`src/rtl/matrix_stream_loader.sv`:
```
// Streams a 4-word dimension header and two row-major matrices into local storage.
// Optional MATRIX_LOADER_MULCHECK_EN rejects headers whose C1 != R2.
module matrix_stream_loader #(
  parameter  int DATA_W  = 4,
  parameter  int MAX_DIM = 4,
  localparam int DW      = $clog2(MAX_DIM + 1),
  localparam int IW      = (MAX_DIM > 1) ? $clog2(MAX_DIM) : 1
) (
  input  logic              CLK,
  input  logic              RST,
  input  logic              start,
  input  logic              in_valid,
  input  logic [DATA_W-1:0] in_data,
  input  logic              in_hdr,
  output logic              in_ready,
  output logic [DW-1:0]     R1,
  output logic [DW-1:0]     C1,
  output logic [DW-1:0]     R2,
  output logic [DW-1:0]     C2,
  input  logic              rd_sel,
  input  logic [IW-1:0]     rd_row,
  input  logic [IW-1:0]     rd_col,
  output logic [DATA_W-1:0] rd_data,
  output logic              done,
  output logic              err
);

  typedef enum logic [2:0] {S_HDR, S_LD1, S_LD2, S_DONE, S_ERR} state_e;

  state_e            state_q, state_d;
  logic [1:0]        hdr_cnt_q, hdr_cnt_d;
  logic [DW-1:0]     r1_q, r1_d, c1_q, c1_d, r2_q, r2_d, c2_q, c2_d;
  logic [DW-1:0]     row_q, row_d, col_q, col_d;
  logic [DATA_W-1:0] mat1_q [MAX_DIM][MAX_DIM];
  logic [DATA_W-1:0] mat1_d [MAX_DIM][MAX_DIM];
  logic [DATA_W-1:0] mat2_q [MAX_DIM][MAX_DIM];
  logic [DATA_W-1:0] mat2_d [MAX_DIM][MAX_DIM];

  logic          xfer, hdr_ok, mul_ok, col_last, row_last;
  logic [DW-1:0] cur_r, cur_c, hdr_val;

  assign xfer     = in_valid && in_ready;
  assign hdr_ok   = (in_data != '0) && (in_data <= DATA_W'(MAX_DIM));
  assign hdr_val  = in_data[DW-1:0];
  assign cur_r    = (state_q == S_LD2) ? r2_q : r1_q;
  assign cur_c    = (state_q == S_LD2) ? c2_q : c1_q;
  assign col_last = (col_q == cur_c - DW'(1));
  assign row_last = (row_q == cur_r - DW'(1));

  // R2 is already latched when the 4th header word arrives, so the check uses flops only.
`ifdef MATRIX_LOADER_MULCHECK_EN
  assign mul_ok = (c1_q == r2_q);
`else
  assign mul_ok = 1'b1;
`endif

  always_ff @(posedge CLK) begin
    if (RST) begin
      state_q   <= S_HDR;
      hdr_cnt_q <= '0;
      r1_q      <= '0;
      c1_q      <= '0;
      r2_q      <= '0;
      c2_q      <= '0;
      row_q     <= '0;
      col_q     <= '0;
      for (int i = 0; i < MAX_DIM; i++)
        for (int j = 0; j < MAX_DIM; j++) begin
          mat1_q[i][j] <= '0;
          mat2_q[i][j] <= '0;
        end
    end else begin
      state_q   <= state_d;
      hdr_cnt_q <= hdr_cnt_d;
      r1_q      <= r1_d;
      c1_q      <= c1_d;
      r2_q      <= r2_d;
      c2_q      <= c2_d;
      row_q     <= row_d;
      col_q     <= col_d;
      mat1_q    <= mat1_d;
      mat2_q    <= mat2_d;
    end
  end

  always_comb begin
    state_d = state_q;
    case (state_q)
      S_HDR: if (xfer) begin
        if (!in_hdr || !hdr_ok)    state_d = S_ERR;
        else if (hdr_cnt_q == 2'd3) state_d = mul_ok ? S_LD1 : S_ERR;
      end
      S_LD1: if (xfer) begin
        if (in_hdr)                     state_d = S_ERR;
        else if (row_last && col_last)  state_d = S_LD2;
      end
      S_LD2: if (xfer) begin
        if (in_hdr)                     state_d = S_ERR;
        else if (row_last && col_last)  state_d = S_DONE;
      end
      S_DONE, S_ERR: if (start) state_d = S_HDR;
      default: state_d = S_HDR;
    endcase
  end

  always_comb begin
    in_ready = (state_q == S_HDR) || (state_q == S_LD1) || (state_q == S_LD2);
    done     = (state_q == S_DONE);
    err      = (state_q == S_ERR);
  end

  always_comb begin
    hdr_cnt_d = hdr_cnt_q;
    r1_d      = r1_q;
    c1_d      = c1_q;
    r2_d      = r2_q;
    c2_d      = c2_q;
    row_d     = row_q;
    col_d     = col_q;
    mat1_d    = mat1_q;
    mat2_d    = mat2_q;
    case (state_q)
      S_HDR: if (xfer && in_hdr && hdr_ok) begin
        case (hdr_cnt_q)
          2'd0:    r1_d = hdr_val;
          2'd1:    c1_d = hdr_val;
          2'd2:    r2_d = hdr_val;
          default: c2_d = hdr_val;
        endcase
        hdr_cnt_d = hdr_cnt_q + 2'd1;
      end
      S_LD1, S_LD2: if (xfer && !in_hdr) begin
        if (state_q == S_LD1) mat1_d[row_q[IW-1:0]][col_q[IW-1:0]] = in_data;
        else                  mat2_d[row_q[IW-1:0]][col_q[IW-1:0]] = in_data;
        // Indices wrap to zero on the last element, ready for the next matrix.
        if (col_last) begin
          col_d = '0;
          row_d = row_last ? '0 : row_q + DW'(1);
        end else begin
          col_d = col_q + DW'(1);
        end
      end
      S_DONE, S_ERR: if (start) begin
        hdr_cnt_d = '0;
        r1_d      = '0;
        c1_d      = '0;
        r2_d      = '0;
        c2_d      = '0;
        row_d     = '0;
        col_d     = '0;
      end
      default: ;
    endcase
  end

  always_comb begin
    rd_data = '0;
    if (rd_sel) begin
      if (DW'(rd_row) < r2_q && DW'(rd_col) < c2_q) rd_data = mat2_q[rd_row][rd_col];
    end else begin
      if (DW'(rd_row) < r1_q && DW'(rd_col) < c1_q) rd_data = mat1_q[rd_row][rd_col];
    end
  end

  assign R1 = r1_q;
  assign C1 = c1_q;
  assign R2 = r2_q;
  assign C2 = c2_q;

endmodule
```
`config.mk`:
```
export PLATFORM = sky130hd
export DESIGN_NAME = matrix_stream_loader
export DESIGN_NICKNAME = d
export VERILOG_FILES = /design/src/rtl/matrix_stream_loader.sv
export SDC_FILE = /design/constraint.sdc
export NUM_CORES = 1
export LEC_CHECK = 0
export CORE_AREA = 2 2 131 107
export CTS_BUF_LIST = sky130_fd_sc_hd__clkbuf_2
export DETAILED_ROUTE_END_ITERATION = 10
export DIE_AREA = 0 0 133 109
export PLACE_DENSITY = 0.86
export SYNTH_ARGS = -nofsm -noshare
export SYNTH_HDL_FRONTEND = slang
export SYNTH_SLANG_ARGS = --single-unit
export TNS_END_PERCENT = 100
```
`constraint.sdc`:
```
create_clock -name CLK -period 2.7 [get_ports CLK]
set_input_delay 0.27 -clock CLK [delete_from_list [all_inputs] [get_ports CLK]]
set_output_delay 0.27 -clock CLK [all_outputs]
set_load 0.005 [all_outputs]
```
* Word-level counts from Yosys, hierarchy flattened *
Index checks and enable logic that the tools add are counted.

word-level totals
  bits in registers = 151
  bits of input ports = 14
  output and inout port bits = 19
  logic and storage cells = 173

operators by class
  add/sub/neg operators = 5
  order comparisons = 11
  equal/unequal tests = 23
  multiplexer cells = 56
  bitwise gates (word level) = 5
  reduce and logical (&&, ||, !) cells = 33

operator list
  cell                 number
  $bwmux 64            2
  $mux 16              5
  $mux 3               25
  $bmux 16 s2          2
  $pmux 3 s2           6
  $demux 16 s2         1
  $mux 4               8
  $reduce_and 4->1     5
  $bmux 4 s2           2
  $ne 2x2->1 const B   7
  $ge 3x3->1 const B   4
  $lt 2x3->1           4
  $not 2->3            4
  $pmux 3 s4           1
  $reduce_and 3->1     4
  $logic_and 1x1->1    10
  $ne 3x3->1 const B   3
  $demux 4 s2          1
  $ne 2x1->1 const B   4
  $reduce_and 7->1     1
  $add 3x1->3 const B  2
  $eq 3x2->1 const B   2
  $eq 3x3->1           2
  $lt 3x1->1 const B   2
  other kinds (18)     26

* Depth between registers and ports, before layout *
Gate-level depths: netlist of run 1.

  depth after elaboration = 9
  gate-level depth with buffers = 12
  gate-level depth less buffers = 10

* Worst setup path before layout of run 1 *
Ideal clock, no wire load.

  path type = flip-flop to flip-flop
  start point = reg state_q[0]
  end point = reg row_q[2]
  library setup time = 0.106 ns
  arrival time = 2.530 ns
  data required time = 2.594 ns
  path slack = 0.064 ns
  stages on the path, launching flop included = 12
  cell sequence = dfxtp_1 -> buf_6 -> nor3b_2 -> buf_6 -> mux2i_2 -> ha_1 -> xnor2_1 -> and2b_2 -> mux2_2 -> a31o_2 -> nand3b_1 -> o311ai_0

on the way
  longest elaborated chain between the ends = 8

RTL lines
  element                 RTL line  source
  from (decl)             30        state_e state_q, state_d;
  from (signal assigned)  73        state_q <= state_d;
  $eq 3x2->1              n/a
  $mux 3                  45        assign cur_r = (state_q == S_LD2) ? r2_q : r1_q;
  $sub 3x1->3             48        assign row_last = (row_q == cur_r - DW'(1));
  $eq 3x3->1              48
  $mux 3                  138       row_d = row_last ? '0 : row_q + DW'(1);
  $mux 3                  136       if (col_last) begin
  $mux 3                  132       S_LD1, S_LD2: if (xfer && !in_hdr) begin
  $pmux 3 s2              122       case (state_q)
  to (signal assigned)    79        row_q <= row_d;
  to (decl)               33        logic [DW-1:0] row_q, row_d, col_q, col_d;

Several ways; a longest one is shown, not always the timed one. The select of a mux whose other input is x is not followed.
A chain may end at the register's enable or synchronous reset.

* Worst setup path in the final report of run 1 *
  start point = reg c1_q[1] (netlist: C1[1])
  end point = out rd_data[2]

on the way
  longest elaborated chain between the ends = 4

RTL lines
  element                 RTL line  source
  from (decl)             32        logic [DW-1:0] r1_q, r1_d, c1_q, c1_d, r2_q, r2_d, c2_q, c2_d;
  from (signal assigned)  62        c1_q <= '0;
  from (signal assigned)  76        c1_q <= c1_d;
  $lt 2x3->1              161       if (DW'(rd_row) < r1_q && DW'(rd_col) < c1_q) rd_data = mat1_q[rd_row][rd_col];
  $logic_and 1x1->1       161
  $mux 4                  161
  $mux 4                  158       if (rd_sel) begin
  to (decl)               23        output logic [DATA_W-1:0] rd_data,

No other way between the ends.

==> impl_metrics.json, run 1 <==
{
  "outcome": "finished, final reports clean",
  "grt_pass1_wl_mm": 28.3,
  "grt_pass1_vias": 5513,
  "synth_top_cell_area_share_pct": 40.9,
  "worstReg2RegEnd": "row_q[2]",
  "slew_viol_final": 0,
  "synth_edf_count": 0,
  "clockBufferDepth": 2,
  "globalplace.congestion": 0.873,
  "hp-class": "in -> reg",
  "drtAntennaViolNets": 0,
  "cap_viol_max_count": 0,
  "ys_warn_count": 0,
  "end_kind": "output port",
  "tritoncts.num_buffers": 17,
  "internal_power_mw": 2.97,
  "synth_area_leaders": "dfxtp_1, mux2i_1, mux4_2, nor2_1, nand2_1",
  "yosysTopAreaCell": "dfxtp_1",
  "synth-seq-cells": 151,
  "tightest_slew_ns": 0.680,
  "mostFrequentLayoutCell": "dfxtp_1",
  "drt_pass1_iterations": 6,
  "htreeDepth": 4,
  "hold_slack_ns": 0.0820,
  "finalCriticalPeriod_ns": 2.67,
  "cp-startpoint": "C1[1]",
  "worst_r2r_startpoint": "state_q[0]",
  "grt_usage_pct": 25.4,
  "r2r_setup_slack_ns": 0.10,
  "period_share_pct": 98.8,
  "antenna_cells": 0,
  "fin_area_um2": 8380,
  "place.port_buffers": 32,
  "ios": 33,
  "drc": 0,
  "syn_inst": 765,
  "start_util_pct": 55.7,
  "min_from": "RST",
  "coreArea_um2": 13300,
  "routed_via_density": 5.81,
  "drive_above_1_share_pct": 17.4,
  "nets": 828,
  "antenna_found_initial": 0,
  "cts_sinks": 151,
  "seqPwrFrac_pct": 56.1,
  "grt_max_degree": 139,
  "fin_ws_ns": 0.0314,
  "area_delta_synth_final_pct": 13.3,
  "reg2regPathDepth": 10,
  "fmax_mhz": 375,
  "grt-ovfl-total": 0,
  "finalSetupViolCount": 0,
  "async_flop_share_pct": 0,
  "synth_seq_area_share_pct": 40.9,
  "path_class": "reg -> out",
  "pre_cts_ws_ns": -0.0402,
  "post_dp_cell_area_um2": 7980,
  "die_w_um": 133,
  "root_buffer": "clkbuf_2",
  "vdd_drop_max_mv": 0.424,
  "syn_nets": 797,
  "clkPwrFrac_pct": 31.7,
  "drtIter0Drc": 548,
  "p_switching_mw": 1.08,
  "slew_headroom_pct": 54.7,
  "finalHoldViolCount": 0,
  "arrival_ns": 2.40,
  "min_to": "hdr_cnt_q[1]",
  "synthDistinctLibCells": 52,
  "rsz0062_at_grt": "yes",
  "final_cell_mix": "dfxtp_1, mux2i_1, nor2_1, nand2_1, a21oi_1",
  "dp_hpwl_mm": 12.1,
  "vias": 5744,
  "syn_area_um2": 7390,
  "cp_max_fo": 5,
  "clkLatencyLatePin_ns": 0.73,
  "whs_path_depth": 3,
  "combPwrFrac_pct": 12.2,
  "wl_per_cell_um": 17.9,
  "cp.required_ns": 2.43,
  "die_area_um2": 14500,
  "clk_pin_slew_ns": 0.20,
  "synth_flop_cell": "dfxtp_1",
  "avgSynthCellArea_um2": 9.66,
  "die_h_um": 109,
  "power.static_leakage_nw": 3.65,
  "power.share.switching_pct": 26.6,
  "cts_tree": "done",
  "power_density_nw_per_um2": 484,
  "routed_wl_mm": 17.7,
  "fin_skew_ns": 0.0320,
  "crit_path_start_kind": "flip-flop",
  "rows": 38
}
-- synth_stat cells (2+ instances only) --
library cell    n
buf_6           2
and2_1          9
o221ai_1        6
mux2i_1       126
buf_2           8
mux2i_2         2
xnor2_1         4
nand3_1        32
nand3b_1        2
inv_1          16
o21ai_0         2
nand2_1        90
o221a_2         2
dfxtp_1       151
buf_1           2
nand2b_1        8
nor2_1        107
ha_1           18
a21oi_1        50
a31o_2          2
clkbuf_1       47
nor3_1          3
o22ai_1         5
nand4_1         2
o21a_1          8
nor3b_1         4
mux4_2         32
-- registers in the layout, summed over array words and instances, names as in the netlist --
| register | flops |
|---|---|
| col_q | 3 |
| C1 | 3 |
| state_q | 3 |
| mat2_q | 64 |
| C2 | 3 |
| R2 | 3 |
| hdr_cnt_q | 2 |
| R1 | 3 |
| row_q | 3 |
| mat1_q | 64 |
-- logic make-up after synthesis --
logic type               after synthesis  synth area share [%]
flip-flops                           151                  40.9
adder cells (fa/ha/maj)               18                  3.05
AND/OR/NAND/NOR                      266                  15.6
buffers and inverters                 76                  4.33
multiplexers                         162                  27.6
AO/OA/AOI/OAI                         85                  7.29
XOR/XNOR                               7                  1.18
-- repair_timing --
| item | in CTS | in global routing |
|---|---|---|
| gates resized for setup | 33 | 7 |
| pin swaps | 8 | 5 |
| setup buffers | 8 | 1 |
| hold buffers | 0 | 0 |
| endpoints found under the setup margin | 4 | 8 |
| gates cloned | 0 | 0 |
-- area by class of cell --
cell class,instances,area [µm²]
Timing Repair Buffer,72,679
Clock inverter,13,136
Clock buffer,19,95.1
Tap cell,180,225
Inverter,16,60.1
Fill cell,1022,4890
Sequential cell,151,3030
Multi-Input combinational cell,538,4150
-- critical path, stage by stage, from the launching register on --
cell	delay, ns
dfxtp_2	0.39
inv_2	0.06
ha_4	0.26
a21oi_2	0.05
o221ai_2	0.20
buf_6	0.17
buf_6	0.12
o22ai_4	0.07
o21a_1	0.23
buf_2	0.13
-- metal layers --
metal / up-vias / GRT usage [%] / routed length, µm / part of all wire, %
met2: 194 / 40.2 / 8040 / 46
met4: 0 / 10.5 / 406 / 2.3
met5: - / 0 / 0 / 0
met1: 2783 / 34.0 / 8070 / 46
met3: 35 / 5.58 / 1140 / 6.5
li1: 2732 / - / - / -
-- power by group through the flow --
stage | Combinational, mW | Clock (mW) | Sequential [mW]
6_report | 0.494 | 1.29 | 2.28
5_1_grt | 0.531 | 1.40 | 2.28
4_1_cts | 0.481 | 1.30 | 2.28
3_5_place_dp | 0.459 | 0 | 2.32
3_3_place_gp | 0.450 | 0 | 2.32
2_1_floorplan | 0.301 | 0 | 2.31
-- how the worst max path moves through the flow --
stage	end	slack, ns	cells after the start
2_1_floorplan	row_q[2]	0.06	11
3_3_place_gp	rd_data[2]	-0.02	7
3_5_place_dp	rd_data[2]	-0.04	7
4_1_cts	rd_data[2]	-0.03	9
5_1_grt	rd_data[2]	-0.08	8
6_report	rd_data[2]	0.03	9
-- metrics by stage --
stage,power (mW),instances,util [%],setup TNS (ns)
after floorplan,2.62,765,-,0
after global placement,2.77,948,60.1,-0.0386
after detailed placement,2.78,948,60.1,-0.0963
after CTS,4.06,988,62.8,-0.0732
after global routing,4.21,989,63.1,-0.329
final,4.05,989,63.1,0
Power figures use the tool's default switching activity.
==> run 2: changes to the inputs <==
--- a/config.mk
+++ b/config.mk
@@ -5,8 +5,10 @@
 export SDC_FILE = /design/constraint.sdc
 export NUM_CORES = 1
 export LEC_CHECK = 0
+export ABC_AREA = 0
 export CORE_AREA = 2 2 131 107
 export CTS_BUF_LIST = sky130_fd_sc_hd__clkbuf_2
+export CTS_CLUSTER_DIAMETER = 150
 export DETAILED_ROUTE_END_ITERATION = 10
 export DIE_AREA = 0 0 133 109
 export PLACE_DENSITY = 0.86
==> results of run 2 <==
No change in the layout: final DEF, timing and power equal those of run 1.
==> run 3: changes to the inputs <==
--- a/config.mk
+++ b/config.mk
@@ -12,6 +12,7 @@
 export DETAILED_ROUTE_END_ITERATION = 10
 export DIE_AREA = 0 0 133 109
 export PLACE_DENSITY = 0.86
+export REMOVE_ABC_BUFFERS = 1
 export SYNTH_ARGS = -nofsm -noshare
 export SYNTH_HDL_FRONTEND = slang
 export SYNTH_SLANG_ARGS = --single-unit
==> impl_metrics.json, run 3 (same netlist as run 1, synthesis figures left out) <==
{
  "slew_viol_final": 0,
  "ios": 33,
  "drtAntennaViolNets": 0,
  "clk_pin_slew_ns": 0.20,
  "grt-ovfl-total": 0,
  "final_util_pct": 63.2,
  "critPathMaxStageDelay_ns": 0.38,
  "clkLatencyLatePin_ns": 0.69,
  "drive_above_1_share_pct": 17.7,
  "die_h_um": 109,
  "outcome": "finished, final reports clean",
  "arrival_ns": 3.25,
  "end_kind": "flip-flop",
  "grt_usage_pct": 25.6,
  "final_cell_mix": "dfxtp_1, mux2i_1, nor2_1, nand2_1, a21oi_1",
  "cp_max_fo": 6,
  "nets": 828,
  "cts_sinks": 151,
  "vdd_drop_max_mv": 0.475,
  "routed_via_density": 5.95,
  "vias": 5879,
  "drtIter0Drc": 643,
  "fin_skew_ns": 0.0192,
  "cp_cell_sequence": "nor3b_4, mux2i_2, ha_1, xnor2_2, and2b_2, mux2_4, a31o_2, nand3b_1, o311ai_0",
  "slew_headroom_pct": 49.3,
  "crit_family": "simple AND/OR/NAND/NOR gates",
  "internal_power_mw": 2.89,
  "finalCriticalPeriod_ns": 2.64,
  "dp_cells": 947,
  "start_util_pct": 55.7,
  "p_switching_mw": 1.09,
  "seqPwrFrac_pct": 57.2,
  "grt_pass1_vias": 5578,
  "finalNonFillerCells": 988,
  "fin_ws_ns": 0.0554,
  "place.port_buffers": 32,
  "fin_area_um2": 8380,
  "dp_hpwl_mm": 12.3,
  "power.share.switching_pct": 27.4,
  "clkPwrFrac_pct": 30.2,
  "finalSetupViolCount": 0,
  "finalHoldViolCount": 0,
  "grt_pass1_wl_mm": 28.7,
  "die_area_um2": 14500,
  "die_w_um": 133,
  "routed_wl_mm": 18.2,
  "path_buf_inv": 0,
  "largestRegisters": "mat1_q (64), mat2_q (64)",
  "combPwrFrac_pct": 12.5,
  "rows": 38,
  "pre_cts_ws_ns": -0.0913,
  "wl_per_cell_um": 18.5,
  "hold_slack_ns": 0.414,
  "mostFrequentLayoutCell": "dfxtp_1",
  "rsz0062_at_grt": "yes",
  "power.static_leakage_nw": 3.64,
  "cts_tree": "done",
  "path_class": "reg -> reg",
  "power_density_nw_per_um2": 475,
  "cp.required_ns": 3.30,
  "hp-class": "in -> reg",
  "nFillCells": 1027,
  "drt_pass1_iterations": 6,
  "antenna_found_initial": 0,
  "cap_viol_max_count": 0,
  "fin_setup_tns_ns": 0,
  "area_delta_synth_final_pct": 13.3,
  "coreArea_um2": 13300,
  "htreeDepth": 4,
  "crit_path_start_kind": "flip-flop",
  "root_buffer": "clkbuf_2",
  "power.total_mw": 3.98,
  "fmax_mhz": 378,
  "period_share_pct": 97.9,
  "drc": 0,
  "post_dp_cell_area_um2": 7970,
  "cp_slowest_cell": "dfxtp_2",
  "clockBufferDepth": 2,
  "antenna_cells": 0,
  "globalplace.congestion": 0.857,
  "tightest_slew_ns": 0.760,
  "tritoncts.num_buffers": 17,
  "grt_max_degree": 85
}
==> run 3: layer usage <==
layer  part of all wire (%)  global-route usage (%)  vias to the layer above
li1                       -                       -                     2741
met1                     46                    35.4                     2871
met2                     45                    40.0                      231
met3                    7.0                    5.16                       36
met4                    2.3                    9.37                        0
met5                      0                       0                        -
==> run 3: power by group through the flow <==
| stage | clock (mW) | sequential, mW | combinational, mW |
|---|---|---|---|
| detailed placement | 0 | 2.32 | 0.462 |
| global route | 1.29 | 2.28 | 0.537 |
| CTS | 1.21 | 2.28 | 0.481 |
| finish | 1.20 | 2.28 | 0.500 |
| global placement | 0 | 2.32 | 0.454 |
| floorplan | 0 | 2.32 | 0.213 |
==> run 3: cell type report <==
| class | instances | area (µm²) | area share (%) |
|---|---|---|---|
| Clock inverter | 10 | 106 | 1.27 |
| Sequential cell | 151 | 3030 | 36.2 |
| Timing Repair Buffer | 72 | 682 | 8.14 |
| Inverter | 16 | 60.1 | 0.717 |
| Tap cell | 180 | 225 | 2.69 |
| Clock buffer | 21 | 105 | 1.25 |
| Multi-Input combinational cell | 538 | 4170 | 49.7 |
==> run 3: final timing paths <==
path / to / slack (ns) / from / cells past startpoint
worst max-delay path: row_q[2] / 0.06 / state_q[2] / 9
worst min-delay path: state_q[1] / 0.41 / in_hdr / 3
worst max register to register: row_q[2] / 0.06 / state_q[2] / 9
worst min register to register: mat1_q[2] / 0.47 / mat1_q[2] / 2
==> run 3: worst min-delay path, cell delays in order <==
cell,delay [ns]
clkdlybuf4s50_1,0.49
nor3_1,0.07
o221a_2,0.27
==> run 3: repair_timing <==
| action | in CTS | in global routing |
|---|---|---|
| gates cloned | 0 | 0 |
| resized for setup | 34 | 12 |
| endpoints found under the setup margin | 5 | 7 |
| hold endpoints to repair | 29 | 0 |
| pin swaps | 8 | 12 |
| setup buffers | 5 | 4 |
| hold buffers | 1 | 0 |
